[config.mk]
export PLATFORM = sky130hd
export DESIGN_NAME = platform_table
export DESIGN_NICKNAME = d
export VERILOG_FILES = /design/src/rtl/platform_pkg.sv /design/src/rtl/plat_lfsr.sv /design/src/rtl/platform_table.sv
export SDC_FILE = /design/constraint.sdc
export NUM_CORES = 1
export LEC_CHECK = 0
export ABC_AREA = 1
export BUFFER_PORTS_ARGS = -buffer_cell sky130_fd_sc_hd__buf_2
export CORE_MARGIN = 1.5
export CORE_UTILIZATION = 35
export DETAILED_ROUTE_END_ITERATION = 10
export GPL_ROUTABILITY_DRIVEN = 1
export SLEW_MARGIN = 15
export SYNTH_ARGS = -nofsm -noshare
export SYNTH_HDL_FRONTEND = slang
export SYNTH_HIERARCHICAL = 1
export SYNTH_SLANG_ARGS = --single-unit
[constraint.sdc]
create_clock -name Clk -period 11.3 [get_ports Clk]
set_input_delay 1.695 -clock Clk [delete_from_list [all_inputs] [get_ports Clk]]
set_output_delay 1.695 -clock Clk [all_outputs]
set_load 0.02 [all_outputs]
[src/rtl/platform_pkg.sv]
// platform_pkg: shared sizes, FSM states and table entry type for the platform table
package platform_pkg;
    localparam int N_PLAT = 16;
    localparam int SCREEN_H = 480;
    localparam int PLAT_HW = 4;
    localparam int PLAT_HH = 4;

    typedef enum logic [2:0] {INIT, WAIT, CHECK, SCROLL, DONE} state_t;

    typedef struct packed {
        logic [9:0] x;
        logic [9:0] y;
    } plat_pos_t;
endpackage

[src/rtl/plat_lfsr.sv]
// plat_lfsr: free-running 16-bit Galois LFSR (mask 0xB400, shift right); exposes the low 9 bits
module plat_lfsr #(
    parameter logic [15:0] SEED = 16'hACE1
) (
    input  logic       Clk,
    input  logic       Reset,
    output logic [8:0] rnd
);
    logic [15:0] lfsr;

    always_ff @(posedge Clk or negedge Reset)
        if (!Reset) lfsr <= SEED;
        else lfsr <= {1'b0, lfsr[15:1]} ^ (lfsr[0] ? 16'hB400 : 16'h0000);

    assign rnd = lfsr[8:0];
endmodule

[src/rtl/platform_table.sv]
// platform_table: platform position table -- random initial layout, per-frame landing check,
// scroll and respawn, with frame strobes synchronised from frame_clk
module platform_table
    import platform_pkg::*;
#(
    parameter int          SPACING   = 30,
    parameter int          BASE_Y    = 465,
    parameter int          X_MARGIN  = 64,
    parameter logic [15:0] LFSR_SEED = 16'hACE1
) (
    input  logic                 Clk,
    input  logic                 Reset,
    input  logic                 frame_clk,
    input  logic [9:0]           BallX,
    input  logic [9:0]           BallY,
    input  logic [9:0]           Ball_size,
    input  logic                 ball_falling,
    input  logic [3:0]           scroll_amt,
    output logic [N_PLAT*10-1:0] PlatX,
    output logic [N_PLAT*10-1:0] PlatY,
    output logic                 table_valid,
    output logic                 land,
    output logic [9:0]           land_y,
    output logic                 frame_done,
    output logic                 overrun
);
    localparam int IW = $clog2(N_PLAT);

    state_t          state, state_n;
    logic [IW-1:0]   idx, idx_n;
    logic [2:0]      sync;
    logic            fe, pending, hit, last, start, hit_now;
    logic [3:0]      scroll;
    logic [8:0]      rnd;
    logic [9:0]      rand_x, dx;
    logic [10:0]     ny;
    logic [11:0]     by;
    plat_pos_t       tbl [N_PLAT];
    plat_pos_t       cur;

    plat_lfsr #(.SEED(LFSR_SEED)) u_lfsr (.Clk(Clk), .Reset(Reset), .rnd(rnd));

    assign fe     = sync[1] & ~sync[2];
    assign cur    = tbl[idx];
    assign last   = idx == IW'(N_PLAT - 1);
    // a queued edge restarts straight out of DONE so back-to-back frames lose no cycle
    assign start  = (state == WAIT && (fe || pending)) || (state == DONE && pending);
    assign rand_x = 10'(X_MARGIN) + {1'b0, rnd};
    assign dx     = BallX >= cur.x ? BallX - cur.x : cur.x - BallX;
    assign by     = {2'b0, BallY} + {2'b0, Ball_size};
    assign ny     = {1'b0, cur.y} + {7'b0, scroll};
    // Y window compared without subtraction so platforms near the top never go negative
    assign hit_now = ball_falling && ({1'b0, dx} <= {1'b0, Ball_size} + 11'(PLAT_HW))
                     && (by + 12'(PLAT_HH) >= {2'b0, cur.y}) && (by <= {2'b0, cur.y} + 12'(PLAT_HH));

    always_comb begin
        state_n = state;
        idx_n = '0;
        case (state)
            INIT:    state_n = last ? WAIT : INIT;
            WAIT:    state_n = start ? CHECK : WAIT;
            CHECK:   state_n = last ? SCROLL : CHECK;
            SCROLL:  state_n = last ? DONE : SCROLL;
            DONE:    state_n = pending ? CHECK : WAIT;
            default: state_n = INIT;
        endcase
        if (state inside {INIT, CHECK, SCROLL}) idx_n = last ? '0 : idx + 1'b1;
    end

    always_ff @(posedge Clk or negedge Reset)
        if (!Reset) begin
            state <= INIT;
            idx <= '0;
        end else begin
            state <= state_n;
            idx <= idx_n;
        end

    always_ff @(posedge Clk or negedge Reset)
        if (!Reset) begin
            sync <= '0;
            pending <= 1'b0;
            overrun <= 1'b0;
            table_valid <= 1'b0;
            land <= 1'b0;
            land_y <= '0;
            frame_done <= 1'b0;
            hit <= 1'b0;
            scroll <= '0;
            for (int i = 0; i < N_PLAT; i++) tbl[i] <= '0;
        end else begin
            sync <= {sync[1:0], frame_clk};
            frame_done <= state == SCROLL && last;
            land <= state == SCROLL && last && hit;
            if (start) begin
                pending <= fe && state == DONE;
                hit <= 1'b0;
                scroll <= scroll_amt;
            end else if (fe && state != WAIT) begin
                pending <= 1'b1;
                overrun <= overrun | pending;
            end
            case (state)
                INIT: begin
                    tbl[idx].x <= rand_x;
                    tbl[idx].y <= 10'(BASE_Y - SPACING * int'(idx));
                    if (last) table_valid <= 1'b1;
                end
                CHECK: if (hit_now && !hit) begin
                    hit <= 1'b1;
                    land_y <= cur.y - 10'(PLAT_HH);
                end
                SCROLL: if (ny >= 11'(SCREEN_H)) begin
                    tbl[idx].x <= rand_x;
                    tbl[idx].y <= 10'(ny - 11'(SCREEN_H));
                end else tbl[idx].y <= ny[9:0];
                default: ;
            endcase
        end

    for (genvar i = 0; i < N_PLAT; i++) begin : g_out
        assign PlatX[i*10 +: 10] = tbl[i].x;
        assign PlatY[i*10 +: 10] = tbl[i].y;
    end
endmodule

# ---- Word-level counts from Yosys, hierarchy flattened
# Index checks and enable logic that the tools add are counted.
dict set report word_totals {
  regBits 366
  output_inout_bits 334
}
dict set report op_classes {
  eq_ne 6
  muxes 28
  n_mul 1
  reduce_logical 21
  magnitude_cmp 7
  n_bitwise 6
  n_addsub 12
}
# cell n
set op_table {}
lappend op_table {{$bwmux 320} 4}
lappend op_table {{$pmux 320 s2} 1}
lappend op_table {{$mux 320} 1}
lappend op_table {{$demux 20 s4} 2}
lappend op_table {{$bmux 20 s4} 1}
lappend op_table {{$mux 20} 3}
lappend op_table {{$add 10x3->11 const B} 2}
lappend op_table {{$mux 10} 2}
lappend op_table {{$sub 10x10->10} 2}
lappend op_table {{$mux 16} 1}
lappend op_table {{$xor 15x16->16} 1}
lappend op_table {{$pmux 3 s5} 1}
lappend op_table {{$add 11x3->12 const B} 1}
lappend op_table {{$ge 12x10->1} 1}
lappend op_table {{$add 10x10->11} 1}
lappend op_table {{$add 10x4->11} 1}
lappend op_table {{$ge 11x9->1 const B} 1}
lappend op_table {{$le 10x11->1} 1}
lappend op_table {{$le 11x11->1} 1}
lappend op_table {{$logic_and 1x1->1} 11}
lappend op_table {{$add 7x9->10 const A} 1}
lappend op_table {{$ge 10x10->1} 1}
lappend op_table {{$sub 10x3->10 const B} 1}
lappend op_table {{$sub 10x9->10 const B} 1}
lappend op_table {{24 further kinds} 38}

# ---- Longest topological paths before layout
dict set report logic_depth {
  depth_word 13
  ltp_mapped 35
  depth_no_buf 28
}

# ---- By module
# Netlist, hierarchy kept.
# mod cells_per_inst area_each_um2 n_inst
set by_module_without_submodules {}
lappend by_module_without_submodules {platform_table 3318 23152.2 1}
lappend by_module_without_submodules {plat_lfsr 38 526.8 1}

# ---- Worst setup path after synthesis
# OpenSTA, ideal clock, no wires.
dict set report synth_timing {
  path_type {reg-to-reg}
  from {register idx[0]}
  to {register land_y[9]}
  t_required_ns 11.234
  setup_time_ns 0.066
  slack_ns 6.034
  stages_incl_launch_ff 34
  n_path_buf 8
  synth_period_minus_slack_ns 5.266
  arrival_time_ns 5.199
  path_cell_list {dfrtp_1 -> buf_4 -> inv_4 -> buf_4 -> buf_4 -> clkbuf_1 -> clkbuf_1 -> clkbuf_1 -> a21oi_1 -> o21ai_0 -> nand3_1 -> nand3_1 -> nand2_1 -> ha_1 -> a21oi_1 -> o21ai_0 -> a221oi_1 -> nand3_1 -> clkbuf_1 -> nand2_1 -> o21ai_0 -> xnor2_1 -> ha_1 -> a21oi_1 -> nor2_1 -> a211oi_1 -> o21ai_0 -> nand3_1 -> nand2_1 -> a21oi_1 -> o211a_1 -> buf_1 -> nand3_1 -> nand2_1}
}
dict set report synth_via {
  elab_chain_cells 12
  elab_cells_between_ends 18
  cone_classes {add/sub: 4; order compare: 4; mux: 4; bitwise: 1; reduce/logical: 5}
}
# element line_no
set synth_lines {}
lappend synth_lines {{start, declared} platform_table.sv:30} ;# logic [IW-1:0] idx, idx_n;
lappend synth_lines {{start signal, assigned} platform_table.sv:76} ;# idx <= idx_n;
lappend synth_lines {{$not 4->5 (not written as such) (*)} platform_table.sv:44} ;# assign cur = tbl[idx];
lappend synth_lines {{$bmux 20 s4 (*)} platform_table.sv:44}
lappend synth_lines {{$mux 20 (not written as such) (*) (2 in a row)} platform_table.sv:44}
lappend synth_lines {{$sub 10x10->10 / $ge 10x10->1 (equally long branches)} platform_table.sv:49} ;# assign dx = BallX >= cur.x ? BallX - cur.x : cur.x - BallX;
lappend synth_lines {{$mux 10} platform_table.sv:49}
lappend synth_lines {{$le 10x11->1} platform_table.sv:53} ;# assign hit_now = ball_falling && ({1'b0, dx} <= {1'b0, Ball_size} + 11'(PLAT_HW))
lappend synth_lines {{$logic_and 1x1->1} platform_table.sv:53}
lappend synth_lines {{$logic_and 1x1->1 (2 in a row)} platform_table.sv:54} ;# && (by + 12'(PLAT_HH) >= {2'b0, cur.y}) && (by <= {2'b0, cur.y} + 12'(PLAT_HH));
lappend synth_lines {{$logic_and 1x1->1} platform_table.sv:109} ;# CHECK: if (hit_now && !hit) begin
lappend synth_lines {{$reduce_and 2->1 (no source line)} --}
lappend synth_lines {{end signal, assigned} platform_table.sv:111} ;# land_y <= cur.y - 10'(PLAT_HH);
lappend synth_lines {{end, declared} platform_table.sv:23} ;# output logic [9:0] land_y,
# Every way passes the cells marked *; elsewhere a longest branch is shown, timed or not. The select of a mux whose other input is x is not followed.
# A chain may end at the register's enable or synchronous reset.

==> results.txt <==
- The run finished with clean final reports.
- The worst setup path is captured at a flop.
* Setup repair after global routing missed its margin: no
- Among all flip-flop cells after synthesis, the most frequent one is sky130_fd_sc_hd__dfrtp_1.
- For this run, the slowest stage of the critical path takes 0.80 ns.
- The top cell type by area accounts for 37.83% of the synthesized area.
- Highest-count cells in the layout ignoring fill and taps: 648 x sky130_fd_sc_hd__nand2_1, 488 x sky130_fd_sc_hd__nand3_1, 370 x sky130_fd_sc_hd__buf_2
- Initial core utilization: 35.32%
- Among the stages of the critical path, the cell type that occurs most often is sky130_fd_sc_hd__nand3_1.
- In the routed design, unresolved DRC markers number 0.
* Vias post-DR: 25,060
- Leaving out fill and tap cells, the most frequent cell in the layout is sky130_fd_sc_hd__nand2_1.
- Headroom to the max-slew limit came out at 14.09%.
- In this run the mean area of a mapped cell was 7.056 um2.
- Final antenna-violating net count: 0
* I/O pins: 372
- Via count of the first global-routing pass: 22,790
* Cell Area, Placed: 25,980 um2
- In the final design database the tool counted 3,717 nets.
- Family with the most delay on the worst path: simple AND/OR/NAND/NOR gates
* Total congestion overflow: 0
- Post-cts resize count: 0
* Highest attainable clock frequency: 143.8 MHz
- Post-synth top area cell: sky130_fd_sc_hd__dfrtp_1
* Global-route wire length before repair: 152,100 um
- Largest buffer count on any clock path: 3
* Seq cells post-synth: 366
- CTS tree: done
- Sequential elements use 38.72% of the synthesized area.
- Shortest period the worst path allows: 6.956 ns
- Number of cells produced by synthesis: 3,356
- In this run the core area contains 95 standard-cell rows.
- The worst setup path is launched from a flop.
- Peak fanout along the critical path: 163
* Routability Congestion: 1.014
- Summed over all cells, the static leakage comes to 13.30 nW.
* Hold depth: 0
- Number of cells on the critical path: 19
- Highest ir drop seen on vdd: 0.4435 mV
- Routed wirelength normalized by instance count: 23.12 um
- CP Buf/Inv Count: 4
* Number of flops mapped to enable cells by yosys: 0
* Total Die Area: 69,220 um2
- Measured along the x axis, the die boundary spans 263.1 um.
- YS warnings: 6
- Clk sinks: 366
- Clock insertion delay at the later pin of the skew report: 0.60 ns
- The path class of the tightest hold or removal check is flop to flop.
- For this run, the detailed router's first-pass iteration total came to 6.
* Core area: 67,040 um2
- Data required time at the worst endpoint: 11.74 ns
* Final setup vio count: 0
- Post-CTS Setup Bufs: 0
* Clock transition at the register clock pins on the worst setup and hold paths after CTS: 0.07 ns
- Final worst path period share: 61.56%
- For this run, asynchronously set or reset flops after synthesis account for 100.0%.
- For the final routed database, the setup TNS stands at 0 ns.
* Worst Reg2Reg Path Length in Cells: 19
- For the pin with the worst max-slew slack, the measured transition is 1.284 ns.
- Compared with the post-synthesis result, the final layout area differs by 15.70%.
- Across the routed clock network, the largest skew measured is 0.03773 ns.
- For this block, the routed nets add up to 103,900 um of wire.
- The critical path goes through inv_4, buf_4, a21oi_1, o21ai_0, nand3_1, nand3_1, nand2_1, fa_1, xor2_1, inv_1, nand4_1, nor2_1, nand3_4, nand3_4, nand2_4, nand2_8, buf_4, nand3_1, o21ai_1.
* Vertical die dimension: 263.1 um
- The initial antenna violation count came to 1.
- Proportion of layout cells with a drive suffix above 1: 14.78%
- Maximum number of pins on one net before global-route repair: 164
* Leading cell types by total area after synthesis: sky130_fd_sc_hd__dfrtp_1 38%, sky130_fd_sc_hd__nand3_1 10%, sky130_fd_sc_hd__nand2_1 10%
* Inserted Clock Buffers: 44
- Once layout is done, the placed cells without fillers occupy 27,400 um2.
- The final hold violation count is 0.
- The repair_antennas step left the layout with diodes totalling 0.
- Synthesis produced a netlist with a net count of 3,486.
* Global-route total usage across every layer: 29.11%
- Post-synthesis instance area: 23,680 um2
* Arrival @ worst endpoint: 7.39 ns
* DP HPWL: 72,570 um
- Drt initial violations: 3,170
- The number of hold buffers added after CTS was 0.
- Category of the critical setup timing path: flop to flop
* Slowest cell on the critical path: sky130_fd_sc_hd__xor2_1
* Power per unit of standard cell area: 365.9 nW/um2
- The final max-slew violation count came to 0.
- Number of distinct standard cells referenced by the synthesized netlist: 49
* Port Buf Inserts: 371
* Via-per-instance ratio: 5.576
* Clock root cell: sky130_fd_sc_hd__clkbuf_16
- The tool flagged a number of max-cap violations equal to 0.
* H-Tree Depth: 2
[where the power goes]
| part | internal (mW) | leakage (nW) | switching [mW] | total [mW] |
|---|---|---|---|---|
| clock network | 0.833 | 0.689 | 0.603 | 1.44 |
| registers | 1.61 | 4.56 | 0.372 | 1.99 |
| logic | 1.69 | 8.05 | 4.91 | 6.60 |
| total | 4.14 | 13.3 | 5.89 | 10.0 |
[cell usage after synthesis (all sizes together), types with 7 or more instances]
cell and number:
o21ai 404, nand2 657, fa 8, nand4 15
xor2 37, a22oi 11, nor2 336, a21oi 232
inv 342, buf 90, dfstp 8, or2 8
o22ai 7, o211ai 10, nand3 492, clkbuf 145
dfrtp 358, a31oi 44, xnor2 16, ha 84
nor3 16
[layer usage]
metal / global-route usage (%) / wire length [um]
met3: 6.127 / 10510
met4: 13.86 / 5430
met1: 36.84 / 39720
met5: 0 / 36
met2: 47.35 / 48170
[per-stage QoR]
step / hold slack [ns] / util (%) / power, mW / std cells / setup WS [ns]
2_1_floorplan: 0.3312 / - / 6.402 / 3356 / 6.034
3_3_place_gp: 0.3333 / 38.75 / 8.423 / 4414 / 4.625
3_5_place_dp: 0.3423 / 38.75 / 8.460 / 4414 / 4.545
4_1_cts: 0.3532 / 40.86 / 9.914 / 4493 / 4.491
5_1_grt: 0.3712 / 40.87 / 10.67 / 4493 / 3.800
6_report: 0.3529 / 40.87 / 10.02 / 4493 / 4.344
[cell families (layout without fill, tap and decap cells)]
logic type | after synthesis | count (layout) | share of synthesized area, %
compound gates | 734 | 734 | 16.34
buf+inv | 579 | 843 | 10.11
xor+xnor | 53 | 53 | 1.960
flops | 366 | 366 | 38.72
mux | 3 | 3 | 0.1374
fa+ha+maj | 92 | 92 | 5.115
simple gates | 1529 | 1529 | 27.61
[area by class of cell]
type	instances	area [um2]
Sequential cell	366	9178
Clock buffer	70	1299
Inverter	344	1295
Tap cell	873	1092
Clock inverter	9	116.4
Multi-Input combinational cell	2411	12170
Fill cell	7105	39640
Timing Repair Buffer	420	2247
[registers in the layout (all words and copies together), names as in the netlist]
register,cells
overrun,1
table_valid,1
state,3
land,1
frame_done,1
hit,1
PlatY,160
land_y,10
sync,3
idx,4
scroll,4
u_lfsr/lfsr,16
PlatX,160
pending,1
[worst paths after layout]
| kind | slack, ns | to | start |
|---|---|---|---|
| max | 4.34 | PlatX[134]$_DFFE_PN0P_ | idx[0]$_DFF_PN0_ |
| min | 0.35 | sync[1]$_DFF_PN0_ | sync[0]$_DFF_PN0_ |
| max reg2reg | 4.34 | PlatX[134]$_DFFE_PN0P_ | idx[0]$_DFF_PN0_ |
| min reg2reg | 0.35 | sync[1]$_DFF_PN0_ | sync[0]$_DFF_PN0_ |
| max in group asynchronous | 7.70 | PlatX[112]$_DFFE_PN0P_ | Reset |
| min in group asynchronous | 1.19 | PlatY[147]$_DFFE_PN0P_ | Reset |
Power figures use the tool's default switching activity.
